### config.mk
export PLATFORM = sky130hd
export DESIGN_NAME = packet_output_arbiter
export DESIGN_NICKNAME = d
export VERILOG_FILES = /design/src/rtl/packet_output_arbiter.sv
export SDC_FILE = /design/constraint.sdc
export NUM_CORES = 1
export LEC_CHECK = 0
export ABC_AREA = 1
export CORE_AREA = 4 4 171 173
export CTS_CLUSTER_SIZE = 12
export DETAILED_ROUTE_END_ITERATION = 12
export DIE_AREA = 0 0 175 177
export PLACE_DENSITY = 0.67
export SLEW_MARGIN = 20
export SYNTH_ARGS = -nofsm -noshare
export SYNTH_HDL_FRONTEND = slang
export SYNTH_SLANG_ARGS = --single-unit
### constraint.sdc
create_clock -name clk_i -period 10.1 [get_ports clk_i]
set_input_delay 1.515 -clock clk_i [delete_from_list [all_inputs] [get_ports clk_i]]
set_output_delay 1.515 -clock clk_i [all_outputs]
set_load 0.03 [all_outputs]
### src/rtl/packet_output_arbiter.sv
// ---------------------------------------------------------------------------
// packet_output_arbiter
//
// Purpose:
//   Downstream stage for a group of packet buffers. It watches each buffer's
//   packet/command readiness and header fields and picks one buffer at a
//   time in round-robin order. The chosen buffer gets a single-cycle stream
//   or drop command. A streamed packet's flits are forwarded onto one output
//   link. Only one packet is ever in flight toward the link, so the output
//   never collides and needs no back-pressure.
//
// Ports:
//   clk_i             clock; all logic runs on the rising edge
//   rst_i             synchronous active-high reset
//   packet_ready_i    [N]       buffer i holds a complete packet
//   control_ready_i   [N]       buffer i can accept a command
//   to_addr_i         [N*AW]    destination address of buffer i's head packet
//   packet_length_i   [N*LW]    length in flits of buffer i's head packet
//   in_flit_i         [N*FS]    flit data streamed out by buffer i
//   in_flit_valid_i   [N]       flit valid from buffer i
//   control_valid_o   [N]       one-hot command strobe
//   stream_o          [N]       stream command, qualified by control_valid_o
//   drop_o            [N]       drop command, qualified by control_valid_o
//   out_flit_o        [FS]      output link data
//   out_flit_valid_o            output link valid
//   busy_o                      high while a packet is streaming
//   timeout_err_o               sticky; a stream was aborted on inactivity
//   pkts_streamed_o   [16]      wrapping count of completed streams
//   pkts_dropped_o    [16]      wrapping count of drop commands
// ---------------------------------------------------------------------------
module packet_output_arbiter #(
    parameter int N_INPUTS   = 4,
    parameter int FLIT_SIZE  = 64,
    parameter int ADDR_WIDTH = 8,
    parameter int LEN_WIDTH  = 8,
    parameter int ADDR_LO    = 0,
    parameter int ADDR_HI    = 255,
    parameter int MAX_LEN    = 255,
    parameter int TIMEOUT    = 1023
) (
    input  logic                             clk_i,
    input  logic                             rst_i,
    input  logic [N_INPUTS-1:0]              packet_ready_i,
    input  logic [N_INPUTS-1:0]              control_ready_i,
    input  logic [N_INPUTS*ADDR_WIDTH-1:0]   to_addr_i,
    input  logic [N_INPUTS*LEN_WIDTH-1:0]    packet_length_i,
    input  logic [N_INPUTS*FLIT_SIZE-1:0]    in_flit_i,
    input  logic [N_INPUTS-1:0]              in_flit_valid_i,
    output logic [N_INPUTS-1:0]              control_valid_o,
    output logic [N_INPUTS-1:0]              stream_o,
    output logic [N_INPUTS-1:0]              drop_o,
    output logic [FLIT_SIZE-1:0]             out_flit_o,
    output logic                             out_flit_valid_o,
    output logic                             busy_o,
    output logic                             timeout_err_o,
    output logic [15:0]                      pkts_streamed_o,
    output logic [15:0]                      pkts_dropped_o
);

    localparam int IdxW  = (N_INPUTS > 1) ? $clog2(N_INPUTS) : 1;
    localparam int CntW  = LEN_WIDTH + 1;
    localparam int IdleW = $clog2(TIMEOUT + 1);

    typedef enum logic [0:0] {
        IDLE   = 1'b0,
        STREAM = 1'b1
    } state_e;

    state_e                 state_q, state_d;
    logic [IdxW-1:0]        rr_q, rr_d;
    logic [IdxW-1:0]        grant_q, grant_d;
    logic [LEN_WIDTH-1:0]   len_q, len_d;
    logic [CntW-1:0]        cnt_q, cnt_d;
    logic [IdleW-1:0]       idle_cnt_q, idle_cnt_d;
    logic [FLIT_SIZE-1:0]   out_flit_q, out_flit_d;
    logic                   out_flit_valid_q, out_flit_valid_d;
    logic                   timeout_err_q, timeout_err_d;
    logic [15:0]            pkts_streamed_q, pkts_streamed_d;
    logic [15:0]            pkts_dropped_q, pkts_dropped_d;

    logic [N_INPUTS-1:0]    eligible;
    logic                   found;
    logic [IdxW-1:0]        sel_idx;
    int                     search_idx;
    logic [ADDR_WIDTH-1:0]  sel_addr;
    logic [LEN_WIDTH-1:0]   sel_len;
    logic                   sel_bad;
    logic                   cmd_fire;
    logic                   cmd_stream;
    logic                   cmd_drop;
    logic                   g_valid;
    logic [FLIT_SIZE-1:0]   g_flit;
    logic [CntW-1:0]        cnt_inc;
    logic [IdleW-1:0]       idle_inc;
    logic                   last_flit;

    // Advance a buffer index by one, wrapping at N_INPUTS so that
    // non-power-of-two input counts rotate correctly.
    function automatic logic [IdxW-1:0] nextIdx(input logic [IdxW-1:0] g);
        if (int'(g) == N_INPUTS - 1) begin
            return '0;
        end
        return g + 1'b1;
    endfunction

    assign eligible = packet_ready_i & control_ready_i;

    // Round-robin search: walk the inputs starting at the pointer and take
    // the first one that has a packet and can accept a command.
    always_comb begin
        found      = 1'b0;
        sel_idx    = rr_q;
        search_idx = 0;
        for (int k = 0; k < N_INPUTS; k++) begin
            search_idx = int'(rr_q) + k;
            if (search_idx >= N_INPUTS) begin
                search_idx = search_idx - N_INPUTS;
            end
            if (!found && eligible[IdxW'(search_idx)]) begin
                found   = 1'b1;
                sel_idx = IdxW'(search_idx);
            end
        end
    end

    // Header fields of the candidate and of the buffer currently streaming.
    // Done as compare-and-select loops so every slice has a constant base.
    always_comb begin
        sel_addr = '0;
        sel_len  = '0;
        g_valid  = 1'b0;
        g_flit   = '0;
        for (int i = 0; i < N_INPUTS; i++) begin
            if (sel_idx == IdxW'(i)) begin
                sel_addr = to_addr_i[i*ADDR_WIDTH +: ADDR_WIDTH];
                sel_len  = packet_length_i[i*LEN_WIDTH +: LEN_WIDTH];
            end
            if (grant_q == IdxW'(i)) begin
                g_valid = in_flit_valid_i[i];
                g_flit  = in_flit_i[i*FLIT_SIZE +: FLIT_SIZE];
            end
        end
    end

    // A packet is dropped instead of streamed when it is empty, longer than
    // the link allows, or addressed outside this link's range. Commands are
    // only issued from IDLE and never during the reset cycle.
    always_comb begin
        sel_bad = 1'b0;
        if (int'(sel_len) == 0 || int'(sel_len) > MAX_LEN ||
            int'(sel_addr) < ADDR_LO || int'(sel_addr) > ADDR_HI) begin
            sel_bad = 1'b1;
        end
        cmd_fire   = (state_q == IDLE) && found && !rst_i;
        cmd_stream = cmd_fire && !sel_bad;
        cmd_drop   = cmd_fire && sel_bad;
    end

    // Drive the one-hot command strobe toward the selected buffer.
    always_comb begin
        control_valid_o = '0;
        stream_o        = '0;
        drop_o          = '0;
        for (int i = 0; i < N_INPUTS; i++) begin
            if (cmd_fire && sel_idx == IdxW'(i)) begin
                control_valid_o[i] = 1'b1;
                stream_o[i]        = !sel_bad;
                drop_o[i]          = sel_bad;
            end
        end
    end

    // Counter increments. cnt is one bit wider than the length so that the
    // final-flit compare can never wrap.
    assign cnt_inc   = cnt_q + 1'b1;
    assign idle_inc  = idle_cnt_q + 1'b1;
    assign last_flit = (cnt_inc == {1'b0, len_q});

    // Next-state logic. IDLE issues commands; STREAM forwards flits from the
    // granted buffer only, finishes on the last flit, and gives up after
    // TIMEOUT consecutive idle cycles. The pointer moves past whichever
    // buffer was just served, however its turn ended.
    always_comb begin
        state_d          = state_q;
        rr_d             = rr_q;
        grant_d          = grant_q;
        len_d            = len_q;
        cnt_d            = cnt_q;
        idle_cnt_d       = idle_cnt_q;
        out_flit_d       = out_flit_q;
        out_flit_valid_d = 1'b0;
        timeout_err_d    = timeout_err_q;
        pkts_streamed_d  = pkts_streamed_q;
        pkts_dropped_d   = pkts_dropped_q;

        case (state_q)
            IDLE: begin
                if (cmd_stream) begin
                    grant_d    = sel_idx;
                    len_d      = sel_len;
                    cnt_d      = '0;
                    idle_cnt_d = '0;
                    state_d    = STREAM;
                end else if (cmd_drop) begin
                    pkts_dropped_d = pkts_dropped_q + 16'd1;
                    rr_d           = nextIdx(sel_idx);
                end
            end
            STREAM: begin
                if (g_valid) begin
                    out_flit_d       = g_flit;
                    out_flit_valid_d = 1'b1;
                    cnt_d            = cnt_inc;
                    idle_cnt_d       = '0;
                    if (last_flit) begin
                        state_d         = IDLE;
                        pkts_streamed_d = pkts_streamed_q + 16'd1;
                        rr_d            = nextIdx(grant_q);
                    end
                end else if (int'(idle_inc) >= TIMEOUT) begin
                    timeout_err_d = 1'b1;
                    idle_cnt_d    = '0;
                    state_d       = IDLE;
                    rr_d          = nextIdx(grant_q);
                end else begin
                    idle_cnt_d = idle_inc;
                end
            end
            default: begin
                state_d = IDLE;
            end
        endcase
    end

    // State register. Reset takes effect immediately, even mid-stream,
    // clearing every counter, the pointer and the output link.
    always_ff @(posedge clk_i) begin
        if (rst_i) begin
            state_q          <= IDLE;
            rr_q             <= '0;
            grant_q          <= '0;
            len_q            <= '0;
            cnt_q            <= '0;
            idle_cnt_q       <= '0;
            out_flit_q       <= '0;
            out_flit_valid_q <= 1'b0;
            timeout_err_q    <= 1'b0;
            pkts_streamed_q  <= '0;
            pkts_dropped_q   <= '0;
        end else begin
            state_q          <= state_d;
            rr_q             <= rr_d;
            grant_q          <= grant_d;
            len_q            <= len_d;
            cnt_q            <= cnt_d;
            idle_cnt_q       <= idle_cnt_d;
            out_flit_q       <= out_flit_d;
            out_flit_valid_q <= out_flit_valid_d;
            timeout_err_q    <= timeout_err_d;
            pkts_streamed_q  <= pkts_streamed_d;
            pkts_dropped_q   <= pkts_dropped_d;
        end
    end

    assign out_flit_o       = out_flit_q;
    assign out_flit_valid_o = out_flit_valid_q;
    assign busy_o           = (state_q == STREAM);
    assign timeout_err_o    = timeout_err_q;
    assign pkts_streamed_o  = pkts_streamed_q;
    assign pkts_dropped_o   = pkts_dropped_q;

endmodule

Word-level counts from Yosys, hierarchy flattened
Cells that the tools add are included.

word-level totals
  register bits after elaboration = 130
  bits in latches = 0
  memory bits (writable) = 0
  bits in read-only memories = 0
  word-level logic and storage cells = 163
  memories kept = 0

cells by class
  $add $sub $neg = 13
  multiply operators = 0
  divide/modulo/power cells = 0
  $lt $le $gt $ge = 9
  eq/ne operators = 15
  shift-type cells = 0
  mux-type cells = 84
  bitwise logic cells = 4
  reduce and logical (&&, ||, !) cells = 27

operators with widths
  kind                     number
  $mux W64                 4
  $mux W1                  45
  $mux W2                  18
  $add A16 B1 Y16 const B  2
  $mux W8                  4
  $mux W10                 3
  $pmux W10 S2             1
  $mux W9                  2
  $pmux W9 S2              1
  $lt A2 B4 Y1 const B     4
  $logic_and A1 B1 Y1      11
  $add A10 B1 Y10 const B  1
  $ge A10 B10 Y1 const B   1
  $add A9 B1 Y9 const B    1
  $eq A9 B8 Y1             1
  $ge A3 B3 Y1 const B     3
  $reduce_and A3 Y1        3
  $bmux W1 S2              4
  $eq A2 B1 Y1 const B     4
  $eq A2 B2 Y1 const B     4
  $logic_not A8 Y1         1
  $sub A2 B1 Y2 const B    4
  $add A2 B2 Y3 const B    2
  $ne A2 B2 Y1 const B     3
  15 further kinds         25

Logic depth before layout (Yosys ltp)
  depth in word-level cells = 30
  mapped depth = 31

Worst setup path after synthesis
No wires, ideal clock.

  path type = input-to-output
  from = input port packet_ready_i[1]
  to = output port drop_o[0]
  data arrival time = 4.117 ns
  path slack = 4.468 ns
  cell stages on the path = 26
  path through = nand2_1 > nand2_1 > nand2_1 > nand2_1 > nand2_2 > inv_1 > nand3_1 > o21ai_0 > xor2_1 > nand2_1 > nand2_1 > inv_1 > ha_1 > buf_6 > inv_4 > buf_6 > nor2_2 > nor2_1 > nand2_1 > nand2_1 > nor2_2 > nand2_2 > nor2_4 > nand2_8 > buf_4 > nor2_1

on the way
  cells in the longest elaborated chain, start to end = 22
  elaborated cells between the ends (all ways) = 41

RTL lines
  item                                         RTL line  RTL
  start, declared                              43        input logic [N_INPUTS-1:0] packet_ready_i,
  $and A4 B4 Y4 *                              106       assign eligible = packet_ready_i & control_ready_i;
  $bmux W1 S2                                  119       if (!found && eligible[IdxW'(search_idx)]) begin
  $mux W1 (not written as such) (2 in series)  119
  $mux W1                                      119
  $logic_not A1 Y1                             119
  $logic_and A1 B1 Y1                          119
  $mux W1                                      119
  $logic_not A1 Y1                             119
  (+3 left out)                                -
  $logic_and A1 B1 Y1                          119
  $mux W2 *                                    119
  via sel_idx[1]                               83        logic [IdxW-1:0] sel_idx;
  $logic_not A2 Y1                             134, 165
  $mux W8 (4 in series)                        134       if (sel_idx == IdxW'(i)) begin
  $logic_not A8 Y1                             150       if (int'(sel_len) == 0 || int'(sel_len) > MAX_LEN ||
  $mux W1                                      150
  $mux W1 *                                    165       if (cmd_fire && sel_idx == IdxW'(i)) begin
  end, declared                                51        output logic [N_INPUTS-1:0] drop_o,

The timed path passes the listed nets; every way through them passes the cells marked *. The select of a mux whose other input is x is not followed.

Worst setup path in the final report
  from = input port packet_ready_i[1]
  to = output port stream_o[0]

on the way
  cells in the longest elaborated chain, start to end = 23
  elaborated cells between the ends (all ways) = 42

RTL lines
  item                                         RTL line  RTL
  $and A4 B4 Y4 *                              106
  $bmux W1 S2                                  119
  $mux W1 (not written as such) (2 in series)  119
  $mux W1                                      119
  $logic_not A1 Y1                             119
  $logic_and A1 B1 Y1                          119
  $mux W1                                      119
  $logic_not A1 Y1                             119
  (+4 left out)                                -
  $mux W2 *                                    119
  via sel_idx[1]                               83
  $logic_not A2 Y1                             134, 165
  $mux W8 (4 in series)                        134
  $logic_not A8 Y1                             150
  $mux W1                                      150
  $logic_not A1 Y1                             167       stream_o[i] = !sel_bad;
  $mux W1 *                                    165
  end, declared                                50        output logic [N_INPUTS-1:0] stream_o,

Marks and branches as above.

==> summary.txt <==
Timing
  – Peak Freq: 0.1417 GHz
  – Fin. max-slew vios: 0
  – Skew final: 0.009500 ns
  – Endpoints failing hold: 0
  – Relative slew slack: 44.19%
  – RSZ-0062 raised after global routing: false
  – Final worst path period share: 69.88%
  – Minimum clock period: 7.058 ns
  – Setup total negative slack: 0 ns
  – Setup violators final: 0
  – Worst Tran Pin Value: 0.8372 ns

Worst setup path
  – CP Class: in -> out
  – Worst EP required: 8.59 ns
  – Cells along the critical path: clkdlybuf4s50_1, nand3_1, nand3_1, nand2_1, nand3_1, o21ai_0, xor2_1, nand2_1, nand2_1, inv_1, ha_1, inv_4, nor2_2, nor2_1, nand2_1, nand2_1, nor2_1, nand2_1, o21ai_2, nor2_1, clkdlybuf4s50_1
  – Critical Path End Type: output port
  – Top cell by count, worst path: nand2_1
  – Crit Path Max Fanout: 20
  – Worst path bufs/invs: 4
  – Largest delay share family, worst path: buffers and inverters
  – CP max stage cell: o21ai_2
  – Slowest Stage Delay on Critical Path: 0.66 ns
  – Arr. time, crit path: 5.54 ns
  – Startpoint types: input port

Global routing
  – Remaining Overflow, GRT: 0
  – Largest net degree at the start of global routing: 80
  – GRT Util Overall: 21.25%
  – Initial antenna violation count: 5
  – First-pass GRT wire length: 52430 um
  – Vias in the first global route: 9596

Run status
  – Outcome: complete, no violations

CTS
  – Clock latency on the worst-skew pair: 0.41 ns
  – TritonCTS Buffers: 17
  – CTS Hold Bufs: 0
  – Post-CTS Setup Inserts: 0
  – Post-CTS sizing: 0
  – CTS tree: done
  – Clock root buffer: clkbuf_16
  – H-tree depth: 4
  – CTS clock-pin slew for the worst setup and hold paths: 0.05 ns
  – Clock sink total: 130
  – CTS Buffer Depth: 2

Placement
  – Post-DP HPWL: 25900 um
  – DP Cell Count: 2054
  – IO buf count: 412
  – Placer Congestion: 0.8835

Synth
  – Synth Area in Adders: 1.924%
  – Synth Area in Simple Gates: 33.89%
  – Register area share after synthesis: 30.78%
  – Synth Area in Compound Gates: 22.82%
  – Mux contribution to synthesized area: 0%
  – Yosys top cell by area: dfxtp_1
  – Post-synth EDFFs: 0
  – Main combinational cell family by area after synthesis: simple AND/OR/NAND/NOR gates
  – Synth area leaders: dfxtp_1 31%, nand2_1 18%, a21oi_1 11%
  – Top_reg_cell synth: dfxtp_1
  – Post-synthesis register bit count: 130
  – Net Count, Synth: 1693
  – Yosys cell types: 41
  – Synth Instances: 1346
  – XOR/XNOR share of the synthesized area: 2.279%
  – Fraction of registers with async set/reset: 0%
  – Syn. warnings: 0
  – Netlist Area Pre-Place: 0.008454 mm^2
  – Yosys top cell area share: 30.78%
  – Mean Syn Cell Area: 6.281 um^2

Pwr
  – Reg power frac: 20.2%
  – P_sw: 1633 uW
  – Switch share: 48.48%
  – Combinational power share: 60.1%
  – Internal Power: 1736 uW
  – Clk pwr share: 19.7%
  – Worst vdd ir: 202.0 uV
  – Leak Pwr: 0.005245 uW
  – Power per cell area: 252.3 mW/mm^2

Die
  – Starting Density: 30.60%
  – Boundary pin count: 445
  – Chip width: 175 um
  – Rows: 61
  – Die Area: 0.03098 mm^2
  – Core area: 0.02763 mm^2
  – Die Span Y: 177 um

Run
  – MaxCap Viol Count: 0

Drt
  – DR iter-0 viols: 703
  – Final WL: 34940 um
  – WL/cell: 16.73 um
  – DR vias/cell: 4.930
  – First-pass detailed-route iteration total: 5
  – ANT nets after route: 0
  – Vias: 10290
  – Drt drc: 0

Final layout
  – Layout area overhead: 57.96%
  – Share of layout cells above drive strength 1: 5.155%
  – Total Nets Final: 2042
  – Final std cells w/o fill: 2088
  – Filler cells: 2855
  – Layout Utilization: 48.33%

Worst hold path
  – Worst hold-check path type: reg -> reg
cells in the mapped netlist (2+ instances only):
| cell type | n |
|---|---|
| nand2_1 | 412 |
| a21oi_1 | 188 |
| dfxtp_1 | 130 |
| nand3_1 | 120 |
| o21ai_0 | 92 |
| nor2_1 | 80 |
| inv_1 | 68 |
| o211ai_1 | 64 |
| clkbuf_1 | 51 |
| buf_1 | 18 |
| buf_2 | 13 |
| ha_1 | 13 |
| xnor2_1 | 13 |
| nor2_2 | 10 |
| nand4_1 | 9 |
| xor2_1 | 9 |
| nor3_1 | 7 |
| buf_6 | 6 |
| nor2_4 | 6 |
| nand2_2 | 4 |
| nand3b_1 | 4 |
| buf_4 | 3 |
| inv_2 | 3 |
| o21ai_2 | 3 |
| clkinv_2 | 2 |
| o21ai_1 | 2 |
| or2_2 | 2 |
layout make-up:
class	instances	area [um^2]	share of cell area, %
Tap cell	378	473.0	3.542
Sequential cell	130	2603	19.49
Clock inverter	12	182.7	1.368
Inverter	74	284.0	2.127
Antenna cell	3	7.507	0.05622
Timing Repair Buffer	422	4197	31.42
Clock buffer	19	442.9	3.317
Multi-Input combinational cell	1050	5165	38.68
power groups by stage:
stage,clock network [uW],registers [uW],logic [uW]
after floorplan,0,761,1380
after global placement,0,685,2000
after detailed placement,0,688,2030
after CTS,678,678,2040
after global routing,703,693,2250
final,663,679,2030
worst reg2reg max path, stage by stage, from the launching register on:
cell     delay [ns]
dfxtp_1        0.50
inv_2          0.13
nand2_1        0.09
nand2_2        0.07
inv_2          0.07
nand2_1        0.06
nand2_2        0.08
inv_1          0.06
nand3_1        0.08
o21ai_0        0.13
xor2_1         0.16
nand2_1        0.07
nand2_1        0.10
inv_1          0.10
ha_1           0.41
inv_4          0.16
nor2_2         0.11
nor2_1         0.04
nand2_1        0.09
nand2_1        0.06
nor2_1         0.12
nand2_1        0.13
o21ai_2        0.66
nand2_2        0.36
inv_1          0.19
nand2_1        0.06
a21oi_1        0.13
worst paths after layout:
check	from	end	slack, ns	cells past startpoint
worst max-delay path	packet_ready_i[1]	stream_o[0]	3.04	21
worst min-delay path	out_flit_o[21]	out_flit_o[21]	0.46	2
worst max register to register	rr_q[0]	cnt_q[0]	5.81	26
worst min register to register	out_flit_o[21]	out_flit_o[21]	0.46	2
placed cells by master (no fill, tap or decap), drive strengths merged, types with 3 or more instances in the layout:
cell and instances:
nor2 97, clkinv 7, or2 3, o211ai 64, diode 3, buf 11, xor2 9, clkinvlp 3
xnor2 13, a21oi 188, nand2 418, nor3 7, nand4 10, nand3b 4, bufinv 4, dfxtp 130
clkbuf 19, nand3 122, inv 72, ha 13, o21ai 97, clkdlybuf4s50 411
through the flow:
stage          worst slack, ns  hold slack (ns)  instance area, um^2  power (uW)
2_1_floorplan            4.468           0.4437                 8454        2138
3_3_place_gp             3.223           0.4516                12720        2689
3_5_place_dp             3.075           0.4546                12720        2722
4_1_cts                  3.055           0.4638                13350        3398
5_1_grt                  2.701           0.4818                13350        3649
6_report                 3.042           0.4625                13350        3369
state kept, by name, summed over array words and instances (netlist names):
name / flops
idle_cnt_q: 10
rr_q: 2
busy_o: 1
cnt_q: 9
grant_q: 2
pkts_dropped_o: 16
out_flit_o: 64
timeout_err_o: 1
out_flit_valid_o: 1
len_q: 8
pkts_streamed_o: 16
kinds of logic after synthesis:
kind of cell / Yosys count
flip-flops: 130
AO/OA/AOI/OAI: 350
buffers and inverters: 166
adder cells (fa/ha/maj): 13
AND/OR/NAND/NOR: 665
XOR/XNOR: 22
layer usage:
layer  global-route usage [%]  vias up  wire length (um)
li1                         -     5190                 -
met1                    24.45     4704             13930
met2                    37.21      324             17460
met3                    6.323       72              2323
met4                    8.249        4              1199
met5                        0        -                24
(Power assumes the default switching activity.)
==> patch 1: new RTL, config.mk and constraints unchanged <==
Put one more register stage on the output `timeout_err_o`, without a reset. The value now appears one clock later. The other outputs are not delayed to match.
--- a/src/rtl/packet_output_arbiter.sv
+++ b/src/rtl/packet_output_arbiter.sv
@@ -265,7 +265,9 @@
     assign out_flit_o       = out_flit_q;
     assign out_flit_valid_o = out_flit_valid_q;
     assign busy_o           = (state_q == STREAM);
-    assign timeout_err_o    = timeout_err_q;
+    always_ff @(posedge clk_i) begin
+        timeout_err_o <= timeout_err_q;
+    end
     assign pkts_streamed_o  = pkts_streamed_q;
     assign pkts_dropped_o   = pkts_dropped_q;
 
Formal check against the unedited RTL: not equivalent (Yosys sat finds a counterexample within 4 cycles, from zero or initial values and one cycle with rst_i high).
==> patch 1 against the original RTL <==
Area after synthesis grew 0.24%. Worst setup slack gained 0.037 ns. Routed wire length rose by 0.50%. Count of clock-buffer cells in the layout unchanged. Sequential cell count grew 1. Utilization is 0.22 points higher. Final area increased by 0.45%. Total power grew 1.2%. Critical path type unchanged. Largest power group unchanged. Highest routed layer unchanged.
==> patch 1: results <==
set metrics [dict create \
    status "finished, final reports clean" \
    post_drt_via_cell_ratio 4.87 \
    hold_depth 0 \
    synth_area_leaders "dfxtp_1, nand2_1, a21oi_1, nand3_1, o211ai_1" \
    use_met3_pct 5.68 \
    wl_met1_microns 13900 \
    synthesis.instances 1347 \
    worstHoldEndpoint "timeout_err_o" \
    grt_max_degree 103 \
    grt_pass1_vias 9651 \
    worst_pin_slew_ns 0.994 \
    cts_resized 0 \
    place_hpwl_microns 26000 \
    nets 2043 \
    gr-usage-met1_pct 25.1 \
    final_cells 2092 \
    synth.yosys.seq_area_share_pct 30.9 \
    hp-start "timeout_err_q" \
    peakVddDrop_v 0.000190 \
    async_flop_share_pct 0 \
    hold_ws_ns 0.363 \
    synthTopCellsByCount "nand2_1, a21oi_1, dfxtp_1" \
    antenna_found_initial 8 \
    cts_buffers 17 \
    clock_skew_ns 0.0153 \
    drive_gt1_share_pct 5.21 \
    grt_pass1_wl_microns 52800 \
    wl_met2_microns 17800 \
    reg2reg_slack_ns 5.83 \
    drtIter0Drc 632 \
    dpl_worst_slack_ns 3.13 \
    place.gp.congestion 0.916 \
    regArea_sq_um 2620 \
    p_leak_uw 0.00527 \
    avgRoutedWirePerCell_microns 16.8 \
    critPathMaxStageDelay_ns 0.63 \
]
patch 1: cell types whose count changed after synthesis:
cell | unedited run | this run
dfxtp_1 | 130 | 131
patch 1: cells by family (layout without fill, tap and decap cells):
family                     count (synthesis)  count (layout)  synth area share [%]
AOI/OAI and AO/OA                        350             350                  22.8
other                                      0               6                     0
DFF                                      131             131                  30.9
buffers and inverters                    166             527                  8.28
and+or+nand+nor                          665             665                  33.8
xor gates and xnor gates                  22              22                  2.27
adders and majority gates                 13              13                  1.92
patch 1: how the worst max path moves through the flow:
stage | cells after the start | startpoint | end | slack, ns
after floorplan | 26 | packet_ready_i[1] | drop_o[0] | 4.47
after global placement | 24 | packet_ready_i[0] | stream_o[1] | 3.24
after detailed placement | 23 | packet_ready_i[0] | stream_o[1] | 3.13
after CTS | 23 | packet_ready_i[0] | stream_o[1] | 3.12
after global routing | 24 | control_ready_i[1] | stream_o[1] | 2.65
final | 23 | control_ready_i[1] | stream_o[1] | 3.08
patch 1: final cells by class:
cell class | count | share of cell area, %
timing repair buffer | 422 | 31.3
clock buffer | 19 | 3.38
antenna | 6 | 0.112
inverter | 74 | 2.12
sequential | 131 | 19.6
multi-input combinational | 1050 | 38.5
clock inverter | 12 | 1.53
tap | 378 | 3.53
patch 1: critical path, delay by kind of cell:
family / cells / cell delay, ns
AND/OR/NAND/NOR: 15 / 1.26
AO/OA/AOI/OAI: 2 / 0.76
XOR/XNOR: 1 / 0.18
buffers and inverters: 4 / 1.39
adder cells (fa/ha/maj): 1 / 0.39
patch 1: power by group:
part	internal, uW	switching (uW)	leakage (uW)	total, uW
sequential	608	74.6	0.00106	683
clock	452	245	0.000315	696
combinational	711	1320	0.00390	2030
total	1770	1640	0.00527	3410
==> patch 2: new RTL, same settings <==
Made on the original files. Set the parameter `TIMEOUT` to 2046 (it was 1023).
--- a/src/rtl/packet_output_arbiter.sv
+++ b/src/rtl/packet_output_arbiter.sv
@@ -36,7 +36,7 @@
     parameter int ADDR_LO    = 0,
     parameter int ADDR_HI    = 255,
     parameter int MAX_LEN    = 255,
-    parameter int TIMEOUT    = 1023
+    parameter int TIMEOUT    = 2046
 ) (
     input  logic                             clk_i,
     input  logic                             rst_i,
Formal check against the unedited RTL: same outputs for any inputs over 4 cycles, from zero or initial values and one cycle with rst_i high; that may be too few to reach the edited logic, so the function may still have changed.
==> patch 2 against the original RTL <==
Combinational power is 9.9% lower. Total power is 5.4% lower. Highest routed layer unchanged. Utilization is 0.98 points higher. Via count is 2.8% higher. Final area is 2.0% higher. Routed wire length is 2.7% higher. Sequential cell count is 1 higher. Area after synthesis is 3.0% higher. Worst setup slack worse by 0.041 ns. Critical path depth is 2 lower. Largest power group unchanged. Critical endpoint is now drop_o[1].
==> patch 2: results <==
set metrics [dict create \
    status "finished, final reports clean" \
    drive_gt1_share_pct 4.94 \
    grt_pass1_wl_microns 54200 \
    cts_resized 0 \
    worst_pin_slew_ns 1.09 \
    htreeDepth 4 \
    avgRoutedWirePerCell_microns 16.5 \
    synth_area_leaders "dfxtp_1, nand2_1, a21oi_1, o21ai_0, nand3_1" \
    grtUsageTotal_pct 22.0 \
    grt_max_degree 119 \
    grt_pass1_vias 9696 \
    p_leak_uw 0.00511 \
    clock_skew_ns 0.0146 \
    yosysWarningCount 0 \
    async_flop_share_pct 0 \
    largest_reg_flops 64 \
    hp-class "reg2reg" \
    ys.flop_type "dfxtp_1" \
    syn_nets 1785 \
    place.gp.congestion 0.901 \
    peakVddDrop_v 0.000122 \
    crit_path_top_delay_cell "clkdlybuf4s50_1" \
    nets 2134 \
    critPathMaxStageDelay_ns 0.70 \
    antenna_found_initial 5 \
    dr.pass1.iters 5 \
    drtIter0Drc 562 \
    cts_root_buf "clkbuf_16" \
    crit_type "in2out" \
    dpl_worst_slack_ns 3.02 \
    clock_path_buffers 2 \
    place_area_sq_um 13000 \
    cp_max_fo 18 \
    num_vias 10586 \
    synthTopCellsByCount "nand2_1, a21oi_1, o21ai_0" \
    post_cts_buffers 0 \
    crit_family "simple AND/OR/NAND/NOR gates" \
    synth.distinct_cells 41 \
    clk_pin_slew_ns 0.06 \
    clock_latency_ns 0.42 \
    cts_buffers 17 \
    port_buffers 412 \
    synth.yosys.seq_area_share_pct 30.1 \
    place_hpwl_microns 26500 \
]
-- patch 2: changes by cell type in the layout (fill, tap and decap cells not counted), sizes merged, moves of 6 or more --
cell and delta:
inv +8, nand2 +57, nand3 +32, nor2 -23, nor3 +8, o211ai -64, o21ai +64, or2 +7
xnor2 -6
-- patch 2: final cells by class --
class,instances,area [sq um]
diodes,2,5.00
clock buffers,18,439
flip-flops and latches,131,2620
fillers,2873,14000
well taps,378,473
clock inverters,14,190
multi-input cells,1141,5420
repair buffers,421,4190
inverters,75,282
-- patch 2: per-layer routing --
metal / vias to the layer above / track usage, % / share of wire, %
li1: 5473 / - / -
met1: 4737 / 25.9 / 41
met2: 336 / 38.9 / 50
met3: 36 / 6.56 / 7.3
met4: 4 / 6.09 / 1.7
met5: - / 0 / 0.072
-- patch 2: power breakdown --
group / switching, uW / internal [uW]
Sequential: 85.7 / 605
Combinational: 1180 / 649
Clock: 260 / 404
-- patch 2: path summary, 6_finish.rpt --
check        cells after the start               from  slack, ns        endpoint
max                             19  packet_ready_i[1]       3.00       drop_o[1]
min                              2     out_flit_o[61]       0.46  out_flit_o[61]
min reg2reg                      2     out_flit_o[61]       0.46  out_flit_o[61]
max reg2reg                     24            rr_q[0]       6.10        cnt_q[8]
-- patch 2: logic make-up after synthesis --
| kind of cell | count (synthesis) | synth area share, % |
|---|---|---|
| AOI/OAI and AO/OA | 356 | 20.7 |
| xor gates and xnor gates | 20 | 2.01 |
| adders and majority gates | 13 | 1.87 |
| buffers and inverters | 166 | 7.90 |
| DFF | 131 | 30.1 |
| and+or+nand+nor | 752 | 37.4 |
-- patch 2: metrics by stage --
step                util [%]  cells
floorplan                  -   1438
global placement        47.0   2146
detailed placement      47.0   2146
CTS                     49.3   2178
global route            49.3   2180
finish                  49.3   2180
